## config.mk

```make
export PLATFORM = sky130hd
export DESIGN_NAME = rr_arbiter_mux
export DESIGN_NICKNAME = d
export VERILOG_FILES = /design/src/rtl/arb_mux_pkg.sv /design/src/rtl/rr_priority_select.sv /design/src/rtl/rr_arbiter_mux.sv
export SDC_FILE = /design/constraint.sdc
export NUM_CORES = 1
export LEC_CHECK = 0
export CAP_MARGIN = 10
export CORE_UTILIZATION = 35
export CTS_BUF_LIST = sky130_fd_sc_hd__clkbuf_2
export CTS_CLUSTER_SIZE = 10
export DETAILED_ROUTE_END_ITERATION = 8
export HOLD_SLACK_MARGIN = 0.02
export PLACE_DENSITY = 0.85
export REMOVE_ABC_BUFFERS = 1
export SLEW_MARGIN = 20
export SYNTH_ARGS = -nofsm -noshare
export SYNTH_HDL_FRONTEND = slang
export SYNTH_SLANG_ARGS = --single-unit
```

## constraint.sdc

```tcl
create_clock -name CLK -period 3.85 [get_ports CLK]
set_input_delay 0.5775 -clock CLK [delete_from_list [all_inputs] [get_ports CLK]]
set_output_delay 0.5775 -clock CLK [all_outputs]
set_load 0.01 [all_outputs]
```

## src/rtl/arb_mux_pkg.sv

```systemverilog
// rtl/arb_mux_pkg.sv - shared defaults and width helper for the round-robin arbitrated mux
package arb_mux_pkg;

  localparam int BITS_DEF     = 32;
  localparam int CHANNELS_DEF = 8;

  // Width of a channel index; a 2-channel build still needs one bit.
  function automatic int sel_width(input int channels);
    return (channels <= 2) ? 1 : $clog2(channels);
  endfunction

endpackage

```

## src/rtl/rr_priority_select.sv

```systemverilog
// rtl/rr_priority_select.sv - circular first-requester search starting after the last winner
module rr_priority_select
  import arb_mux_pkg::*;
#(
  parameter  int CHANNELS = CHANNELS_DEF,
  localparam int SEL_W    = sel_width(CHANNELS)
) (
  input  logic [CHANNELS-1:0] req_i,
  input  logic [SEL_W-1:0]    ptr_i,
  output logic [CHANNELS-1:0] grant_o,
  output logic [SEL_W-1:0]    winner_o,
  output logic                any_o
);

  // Walk from farthest (ptr itself) to nearest (ptr+1) so the nearest requester overwrites.
  // The modulo keeps non-power-of-two channel counts wrapping from CHANNELS-1 to 0.
  always_comb begin
    int idx;
    logic [SEL_W-1:0] idx_s;
    winner_o = '0;
    any_o    = |req_i;
    for (int off = CHANNELS; off >= 1; off--) begin
      idx   = (int'(ptr_i) + off) % CHANNELS;
      idx_s = SEL_W'(idx);
      if (req_i[idx_s]) begin
        winner_o = idx_s;
      end
    end
    grant_o = any_o ? (CHANNELS'(1) << winner_o) : '0;
  end

endmodule

```

## src/rtl/rr_arbiter_mux.sv

```systemverilog
// rtl/rr_arbiter_mux.sv - N-channel round-robin arbitrated mux with registered output (optional burst lock: ARB_MUX_LOCK_EN)
module rr_arbiter_mux
  import arb_mux_pkg::*;
#(
  parameter  int BITS     = BITS_DEF,
  parameter  int CHANNELS = CHANNELS_DEF,
  localparam int SEL_W    = sel_width(CHANNELS)
) (
  input  logic                           CLK,
  input  logic                           RST,
  input  logic [CHANNELS-1:0][BITS-1:0]  DATA,
  input  logic [CHANNELS-1:0]            VALID,
  output logic [CHANNELS-1:0]            READY,
  output logic [BITS-1:0]                OUT,
  output logic                           OUT_VALID,
  input  logic                           OUT_READY,
  output logic [SEL_W-1:0]               GRANT_ID
`ifdef ARB_MUX_LOCK_EN
  ,
  input  logic [CHANNELS-1:0]            LOCK
`endif
);

  logic [BITS-1:0]     out_q, out_d;
  logic                out_valid_q, out_valid_d;
  logic [SEL_W-1:0]    grant_q, grant_d;
  logic [SEL_W-1:0]    ptr_q, ptr_d;

  logic [CHANNELS-1:0] sel_grant;
  logic [SEL_W-1:0]    sel_winner;
  logic                sel_any;
  logic [CHANNELS-1:0] win_onehot;
  logic [SEL_W-1:0]    winner;
  logic                load;
  logic                xfer;

  rr_priority_select #(
    .CHANNELS (CHANNELS)
  ) u_sel (
    .req_i    (VALID),
    .ptr_i    (ptr_q),
    .grant_o  (sel_grant),
    .winner_o (sel_winner),
    .any_o    (sel_any)
  );

  // The output register can take a beat when it is empty or being drained this cycle.
  assign load = !out_valid_q || OUT_READY;

`ifdef ARB_MUX_LOCK_EN
  logic lock_hit;

  // A locked last winner that still requests keeps the path for its burst.
  always_comb begin
    lock_hit   = LOCK[ptr_q] && VALID[ptr_q];
    winner     = lock_hit ? ptr_q : sel_winner;
    win_onehot = lock_hit ? (CHANNELS'(1) << ptr_q) : sel_grant;
  end
`else
  // Pure rotation: the selector result is the winner.
  always_comb begin
    winner     = sel_winner;
    win_onehot = sel_grant;
  end
`endif

  assign READY = (load && sel_any && !RST) ? win_onehot : '0;
  assign xfer  = load && sel_any && !RST;

  // Next state: load the winner's beat, drain to empty when idle, otherwise hold.
  always_comb begin
    out_d       = out_q;
    out_valid_d = out_valid_q;
    grant_d     = grant_q;
    ptr_d       = ptr_q;
    if (xfer) begin
      out_d       = DATA[winner];
      out_valid_d = 1'b1;
      grant_d     = winner;
      ptr_d       = winner;
    end else if (load) begin
      out_valid_d = 1'b0;
    end
  end

  // Output stage and rotation pointer; reset leaves channel 0 with first priority.
  always_ff @(posedge CLK) begin
    if (RST) begin
      out_q       <= '0;
      out_valid_q <= 1'b0;
      grant_q     <= '0;
      ptr_q       <= SEL_W'(CHANNELS - 1);
    end else begin
      out_q       <= out_d;
      out_valid_q <= out_valid_d;
      grant_q     <= grant_d;
      ptr_q       <= ptr_d;
    end
  end

  assign OUT       = out_q;
  assign OUT_VALID = out_valid_q;
  assign GRANT_ID  = grant_q;

  // Upstream must hold a pending request with stable payload until it is taken.
  for (genvar g = 0; g < CHANNELS; g++) begin : g_hold_chk
    assert property (@(posedge CLK) disable iff (RST)
                     (VALID[g] && !READY[g]) |=> (VALID[g] && $stable(DATA[g])))
      else $error("channel %0d dropped or changed a pending request", g);
  end

endmodule

```

**Yosys cells after proc, flatten, opt, wreduce, memory -nomap -nowiden**

Cells that the tools add are included.

- Add/subtract/negate cells: 8
- Magnitude comparators: 9
- Shift-type cells: 1
- Mux-type cells: 30
- Reduce and logical (&&, ||, !) cells: 7

Operators with widths:

| kind | count |
|---|---|
| $bmux W32 S3 | 1 |
| $lt A3 B4 Y1 const B | 9 |
| $mux W32 | 1 |
| $bmux W1 S3 | 8 |
| $mux W3 | 8 |
| $mux W8 | 2 |
| $add A3 B3 Y3 const B | 4 |
| $mux W1 | 10 |
| $reduce_or A8 Y1 | 1 |
| $shl A1 B3 Y8 const A | 1 |
| $add A3 B1 Y3 const B | 2 |
| $add A3 B2 Y3 const B | 2 |
| $logic_and A1 B1 Y1 | 2 |
| $logic_not A1 Y1 | 2 |
| $reduce_bool A2 Y1 | 1 |
| $logic_or A1 B1 Y1 | 1 |

- Flip-flop bits (word level): 39
- Bits of input ports: 267
- Output and inout bits: 44

**Logic depth before layout (Yosys ltp)**

Gate-level depths: netlist (run 1).

- Depth in word-level cells: 14
- Gate-level depth with buffers: 16
- Mapped depth without buffers: 11

**By module**

From an unflattened synthesis (run 1), not the netlist that was laid out.

- Cells, all modules: 517
- Area, all modules: 4727.0 um^2

By module, submodules not included:

| module | times used | cells an instance | area each (um^2) |
|---|---|---|---|
| rr_arbiter_mux | 1 | 402 | 3653.5 |
| rr_priority_select | 1 | 115 | 1073.5 |

**Worst setup path before layout (run 1)**

Ideal clock, no wire load.

- Path type: flip-flop to output port
- From: reg ptr_q[1]
- To: out READY[1]
- Arrival: 3.433 ns
- Required time: 3.273 ns
- Setup slack: -0.161 ns
- Cell stages (with the launch flop): 15
- Buffers on the path: 4
- Cells stage by stage: dfxtp_1 -> buf_2 -> buf_2 -> inv_1 -> ha_1 -> mux4_2 -> buf_2 -> mux2i_4 -> mux2i_1 -> or3_1 -> o211ai_1 -> or2_1 -> and3_1 -> buf_2 -> and2_1

- Cells in the longest elaborated chain, start to end: 14
- Elaborated cells on any way between the ends: 35

RTL lines:

| what | line | source |
|---|---|---|
| start, declared | rr_arbiter_mux.sv:27 | `logic [SEL_W-1:0] ptr_q, ptr_d;` |
| start signal, assigned | rr_arbiter_mux.sv:92 | `ptr_q <= SEL_W'(CHANNELS - 1);` |
| start signal, assigned | rr_arbiter_mux.sv:97 | `ptr_q <= ptr_d;` |
| $add A3 B1 Y3 | rr_priority_select.sv:23 | `idx = (int'(ptr_i) + off) % CHANNELS;` |
| $bmux W1 S3 | rr_priority_select.sv:25 | `if (req_i[idx_s]) begin` |
| $mux W1 (not written as such) | rr_priority_select.sv:25 |  |
| $mux W3 (7 in a row) | rr_priority_select.sv:25 |  |
| $mux W3 * | rr_priority_select.sv:25 |  |
| $shl A1 B3 Y8 * | rr_priority_select.sv:29 | `grant_o = any_o ? (CHANNELS'(1) << winner_o) : '0;` |
| $mux W8 * | rr_priority_select.sv:29 |  |
| $mux W8 * | rr_arbiter_mux.sv:67 | `assign READY = (load && sel_any && !RST) ? win_onehot : '0;` |
| end, declared | rr_arbiter_mux.sv:13 | `output logic [CHANNELS-1:0] READY,` |

Mark *: on every way between the ends. The rest lies on a longest branch, timed or not. The select of a mux whose other input is x is not followed.

**Worst setup path after layout (run 1)**

- From: reg ptr_q[0]
- To: out READY[1]

The elaborated chain is that of the path after synthesis.

==> impl_metrics.tcl, run 1 <==
set metrics [dict create \
    drc 0 \
    clock_power_share_pct 3.3 \
    die_w_um 119.7 \
    critPathRequiredTime_ns 3.27 \
    drt-total-wl_um 19450 \
    slew_violations 0 \
    seq_area_um2 783.3 \
    hold_depth 2 \
    combPwrFrac_pct 89.5 \
    p_per_area_nw_per_um2 1149 \
    start_util_pct 36.30 \
    cts_tree "built" \
    async_flop_share_pct 0 \
    arrival_ns 3.35 \
    final_cell_mix "clkdlybuf4s50_1 (301), mux2i_1 (158), buf_4 (55), dfxtp_1 (37), nor2_1 (37)" \
    die_y_um 119.7 \
    ys.flop_type "dfxtp_1" \
    coreArea_um2 13350 \
    final_nets 1117 \
    yosysSeqAreaShare_pct 16.11 \
    grt_antenna_before_repair 2 \
    drtAntennaViolNets 0 \
    clockBufferDepth 2 \
    netlist_instances 504 \
    grt.total_usage_pct 26.31 \
    p_seq_share_pct 7.2 \
    hold_viol 0 \
    p_leak_nw 3.849 \
    status "complete, but fails checks" \
    rsz0062_at_grt "yes" \
    grt_pass1_wl_um 29170 \
    hpwl_um 15400 \
    yosysTopAreaCell "mux2i_1" \
    skew_ns 0.03151 \
    yosysWarnings 0 \
    final_cells 1027 \
    period_needed_ns 3.925 \
    numClockSinks 39 \
    numCtsBuffers 5 \
    gp_congestion 0.8608 \
    synth.distinct_cells 60 \
    grt_pass1_vias 5534 \
    netlist.area_leader.share_pct 32.84 \
    p_switching_mw 4.510 \
    multi_input_area_um2 3829 \
    drv_cap 0 \
    p_int_mw 5.507 \
    ys_top_cells_by_area "mux2i_1 (33%), dfxtp_1 (16%), mux4_2 (5.1%)" \
    cts_root_buffer "clkbuf_2" \
    grt_overflow 0 \
    worstSkewPairLatency_ns 0.43 \
    tightest_slew_ns 0.5804 \
    placed_cells 1006 \
    drt-wirelength-per-cell_um 18.94 \
    ios 311 \
    grt_max_degree 38 \
    vias 5376 \
    setup_slack_ns -0.07512 \
    syn_to_final_growth_pct 79.83 \
    synth.avg_cell_area_um2 9.615 \
    viasPerCell 5.235 \
    crit_path_start_kind "flop" \
    drt_pass1_iterations 5 \
    ys_ff_latch 39 \
    dieArea_um2 14320 \
    clkSlewWorstSetupHoldPaths_ns 0.24 \
    syn_area_um2 4846 \
    io_buffers 310 \
    rows 42 \
    fillers 1133 \
    crit_type "reg2out" \
    violations "negative setup slack" \
    period_share_pct 102.0 \
    r2r_cells 14 \
    power_mw 10.02 \
    cp_max_fo 7 \
    final_common_cell "clkdlybuf4s50_1" \
    switching_share_pct 45.03 \
    hp-class "reg2reg" \
    synth_edf_count 0 \
    post-route-util_pct 65.29 \
    timing.fmax_ghz 0.2548 \
    setup_viol 8 \
    vdd_ir_drop_max_v 0.0008422 \
    end_kind "output port" \
    slew_headroom_pct 61.31 \
    drt_iter0_markers 303 \
    h-tree-depth 2 \
    place_ws_ns -0.4530 \
    drive_gt1_share_pct 20.73 \
]
-- cell usage after synthesis (all sizes together), types with 2 or more instances --
master   instances
mux2i          161
o211ai           2
a211oi          23
a22oi            2
nor3             7
dfxtp           39
o2111a           2
and2             2
xnor2            2
mux2            26
mux4            11
a221o            3
or3              2
a31oi            2
inv              7
buf             34
nand3            3
a21bo            2
nor2b            3
nor2            38
a21oi            6
a221oi          11
nand2b           3
ha               2
o211a           22
and3             2
or4              2
o2bb2ai          2
o21bai          11
a21boi           3
nand4            2
nand2           38
or2              3
o21ai            7
clkbuf          10
-- state kept, by name, summed over array words and instances (netlist names) --
register,flops
GRANT_ID,3
OUT,32
OUT_VALID,1
ptr_q,3
-- through the flow --
stage / TNS (ns) / hold WS, ns / instance area, um2
after floorplan: -127.73 / 0.4666 / 4532
after global placement: -5.359 / 0.4306 / 8351
after detailed placement: -6.322 / 0.4360 / 8351
after CTS: -0.3595 / 0.4603 / 8553
after global routing: -1.684 / 0.4897 / 8715
final: -0.2961 / 0.4570 / 8715
-- critical path, stage by stage, from the launching register on --
cell      delay (ns)
dfxtp_2         0.40
inv_2           0.06
ha_4            0.30
mux4_2          0.63
buf_6           0.17
mux2i_4         0.19
mux2i_1         0.11
or3_1           0.32
o211ai_1        0.12
or2_1           0.19
and3_4          0.19
and2_4          0.14
buf_6           0.11
-- repair_timing --
item / 4_1_cts / 5_1_grt
hold buffers: 0 / 0
buffers inserted: 6 / 3
gates resized for setup: 63 / 17
pin swaps: 13 / 14
cloned: 0 / 3
setup endpoints to repair: 8 / 26
-- worst paths after layout --
| kind | start | to | slack, ns |
|---|---|---|---|
| max | ptr_q[0] | READY[1] | -0.08 |
| min | GRANT_ID[1] | GRANT_ID[1] | 0.46 |
| max reg2reg | ptr_q[0] | OUT[1] | 0.11 |
| min reg2reg | GRANT_ID[1] | GRANT_ID[1] | 0.46 |
-- final cells by class --
| type | instances | area share [%] |
|---|---|---|
| diodes | 2 | 0.05743 |
| clock inverters | 3 | 0.7753 |
| flip-flops and latches | 39 | 8.988 |
| inverters | 7 | 0.3302 |
| well taps | 176 | 2.527 |
| clock buffers | 5 | 0.2871 |
| repair buffers | 381 | 43.10 |
| multi-input cells | 414 | 43.93 |
-- routing by layer --
layer	track usage [%]	up-vias	routed length [um]
met5	0	-	0
met2	47.33	218	9806
met4	8.750	0	537
met1	31.30	2523	7955
met3	4.658	29	1149
li1	-	2606	-
-- power by group through the flow --
stage               Combinational [mW]  Sequential [mW]  Clock (mW)
global route                      9.50            0.749       0.359
global placement                  7.94            0.718           0
floorplan                         3.99            0.768           0
finish                            8.96            0.725       0.331
detailed placement                8.01            0.727           0
CTS                               8.30            0.720       0.342
-- cell families after synthesis --
group,synth area share (%)
AOI/OAI and AO/OA,19.86
xor gates and xnor gates,0.6973
adders and majority gates,0.5163
buffers and inverters,7.023
DFF,16.11
muxes,45.70
and+or+nand+nor,10.10
No activity file was read; power rests on OpenSTA's default activity.
==> run 2, diff against run 1 <==
--- a/config.mk
+++ b/config.mk
@@ -5,13 +5,14 @@
 export SDC_FILE = /design/constraint.sdc
 export NUM_CORES = 1
 export LEC_CHECK = 0
-export CAP_MARGIN = 10
-export CORE_UTILIZATION = 35
+export CORE_AREA = 2 2 120 122
 export CTS_BUF_LIST = sky130_fd_sc_hd__clkbuf_2
 export CTS_CLUSTER_SIZE = 10
 export DETAILED_ROUTE_END_ITERATION = 8
+export DIE_AREA = 0 0 122 124
 export HOLD_SLACK_MARGIN = 0.02
-export PLACE_DENSITY = 0.85
+export PLACE_DENSITY = 0.82
+export RECOVER_POWER = 50
 export REMOVE_ABC_BUFFERS = 1
 export SLEW_MARGIN = 20
 export SYNTH_ARGS = -nofsm -noshare
==> constraint.sdc (replaced) <==
create_clock -name CLK -period 4.5 [get_ports CLK]
set_input_delay 0.675 -clock CLK [delete_from_list [all_inputs] [get_ports CLK]]
set_output_delay 0.675 -clock CLK [all_outputs]
set_load 0.01 [all_outputs]
==> run 2 against run 1 <==
  * The flow now finishes without violations
  * Worst setup slack improved by 0.25 ns
  * Power is 26% lower
  * Clock power shrank 29%
  * Critical endpoint unchanged
==> impl_metrics.tcl, run 2 (synthesis gave the netlist of run 1 again) <==
set metrics [dict create \
    gp_congestion 0.9225 \
    slew_violations 0 \
    tightest_slew_ns 0.8587 \
    p_seq_share_pct 8.1 \
    arrival_ns 3.65 \
    num_antenna_cells 0 \
    hold_viol 0 \
    rr_endpoint "OUT[0]" \
    setup_slack_ns 0.1724 \
    p_int_mw 3.896 \
    vdd_ir_drop_max_v 0.0008333 \
    switching_share_pct 47.73 \
    p_leak_nw 3.716 \
    cts_tree "built" \
    cp_max_fo 10 \
    rsz0062_at_grt "no" \
    rr_startpoint "ptr_q[0]" \
    p_per_area_nw_per_um2 902.5 \
    clock_power_share_pct 3.2 \
    critical-path-max-stage-delay_ns 0.67 \
    period_share_pct 96.17 \
    placed_cells 977 \
    grt_overflow 0 \
    drt-wirelength-per-cell_um 19.02 \
    r2r_cells 13 \
    drtAntennaViolNets 0 \
    numClockSinks 39 \
    grt_pass1_vias 5431 \
    h-tree-depth 2 \
    final_cell_mix "clkdlybuf4s50_1 (264), mux2i_1 (159), dfxtp_1 (38), nand2_1 (37), dlygate4sd3_1 (37)" \
    final_cells 993 \
    hp-class "reg2reg" \
    worstHoldStart "GRANT_ID[1]" \
    drt_iter0_markers 256 \
    setup_viol 0 \
    grt_pass1_wl_um 27810 \
    skew_ns 0.01411 \
    io_buffers 310 \
    critPathRequiredTime_ns 3.83 \
    viasPerCell 5.309 \
    start_util_pct 35.32 \
    period_needed_ns 4.328 \
    cts_root_buffer "clkbuf_2" \
    path_cells "dlygate4sd3_1, mux4_2, a211oi_1, nor2_1, a21oi_1, nand4_1, a221o_1, buf_4, and3_1, and2_4, buf_6" \
    hold_depth 2 \
    combPwrFrac_pct 88.7 \
    die_w_um 122 \
    crit_type "in2out" \
    critPathSlowestCell "dlygate4sd3_1" \
    coreArea_um2 13720 \
    drt_pass1_iterations 4 \
    worstSkewPairLatency_ns 0.42 \
    reg2reg_slack_ns 0.43 \
    ios 311 \
    die_y_um 124 \
    hpwl_um 15230 \
    grt_max_degree 53 \
    p_switching_mw 3.558 \
    clkSlewWorstSetupHoldPaths_ns 0.25 \
    end_kind "output port" \
    dieArea_um2 15130 \
    final_nets 1081 \
    largest_reg_flops 32 \
    post-route-util_pct 60.20 \
    syn_to_final_growth_pct 70.44 \
    slew_headroom_pct 42.75 \
    drt-total-wl_um 18890 \
    drc 0 \
    status "complete, no violations" \
    rows 43 \
    clockBufferDepth 2 \
    drive_gt1_share_pct 14.76 \
    fillers 1174 \
    drv_cap 0 \
    vias 5272 \
    grt_antenna_before_repair 0 \
    final_common_cell "clkdlybuf4s50_1" \
    power_mw 7.454 \
    grt.total_usage_pct 23.47 \
    numCtsBuffers 5 \
    holdPathEnd "GRANT_ID[1]" \
    timing.fmax_ghz 0.2311 \
    crit_path_start_kind "primary input" \
    place_ws_ns -0.006581 \
    ctsHoldBuffers 0 \
]
-- run 2: critical path: cells and delay by family --
family	cells	cell delay, ns
simple gates	4	0.54
mux	1	0.58
compound gates	3	0.90
buf+inv	3	0.96
-- run 2: routing by layer --
metal  global-route usage [%]  share of wire (%)  vias to the layer above
li1                         -                  -                     2547
met1                    28.91                 40                     2465
met2                    41.97                 51                      225
met3                    3.617                6.7                       35
met4                    7.399                2.8                        0
met5                        0                  0                        -
-- run 2: timing repair --
item                       4_1_cts  5_1_grt
cloned                           0        1
setup endpoints to repair        8        5
pin swaps                        1        0
resized for setup               12       12
buffers inserted                 4        3
-- run 2: worst max path at each step --
| stage | from | end | cells after the start |
|---|---|---|---|
| 6_report | VALID[1] | READY[1] | 11 |
| 4_1_cts | ptr_q[0] | READY[1] | 13 |
| 2_1_floorplan | ptr_q[0] | READY[5] | 9 |
| 3_5_place_dp | VALID[1] | READY[1] | 10 |
| 3_3_place_gp | VALID[5] | READY[1] | 10 |
| 5_1_grt | VALID[1] | READY[2] | 12 |
-- run 2: metrics by stage --
stage	area (um2)	hold slack, ns	setup TNS [ns]
4_1_cts	8187	0.4675	0
2_1_floorplan	4532	0.4666	-99.94
5_1_grt	8259	0.4753	0
6_report	8259	0.4622	0
3_3_place_gp	8070	0.4365	0
3_5_place_dp	8070	0.4408	-0.006581
-- run 2: power by group through the flow --
stage | Combinational, mW | Sequential, mW | Clock, mW
3_3_place_gp | 6.39 | 0.612 | 0
5_1_grt | 7.09 | 0.630 | 0.259
3_5_place_dp | 6.55 | 0.620 | 0
2_1_floorplan | 3.85 | 0.679 | 0
6_report | 6.61 | 0.606 | 0.236
4_1_cts | 6.63 | 0.614 | 0.245
-- run 2: cell type report --
| cell class | count | area (um2) | share of cell area [%] |
|---|---|---|---|
| Timing Repair Buffer | 344 | 3353 | 40.60 |
| Multi-Input combinational cell | 415 | 3801 | 46.02 |
| Tap cell | 180 | 225.2 | 2.727 |
| Clock inverter | 3 | 42.54 | 0.5151 |
| Inverter | 7 | 30.03 | 0.3636 |
| Sequential cell | 39 | 782.0 | 9.468 |
| Clock buffer | 5 | 25.02 | 0.3030 |
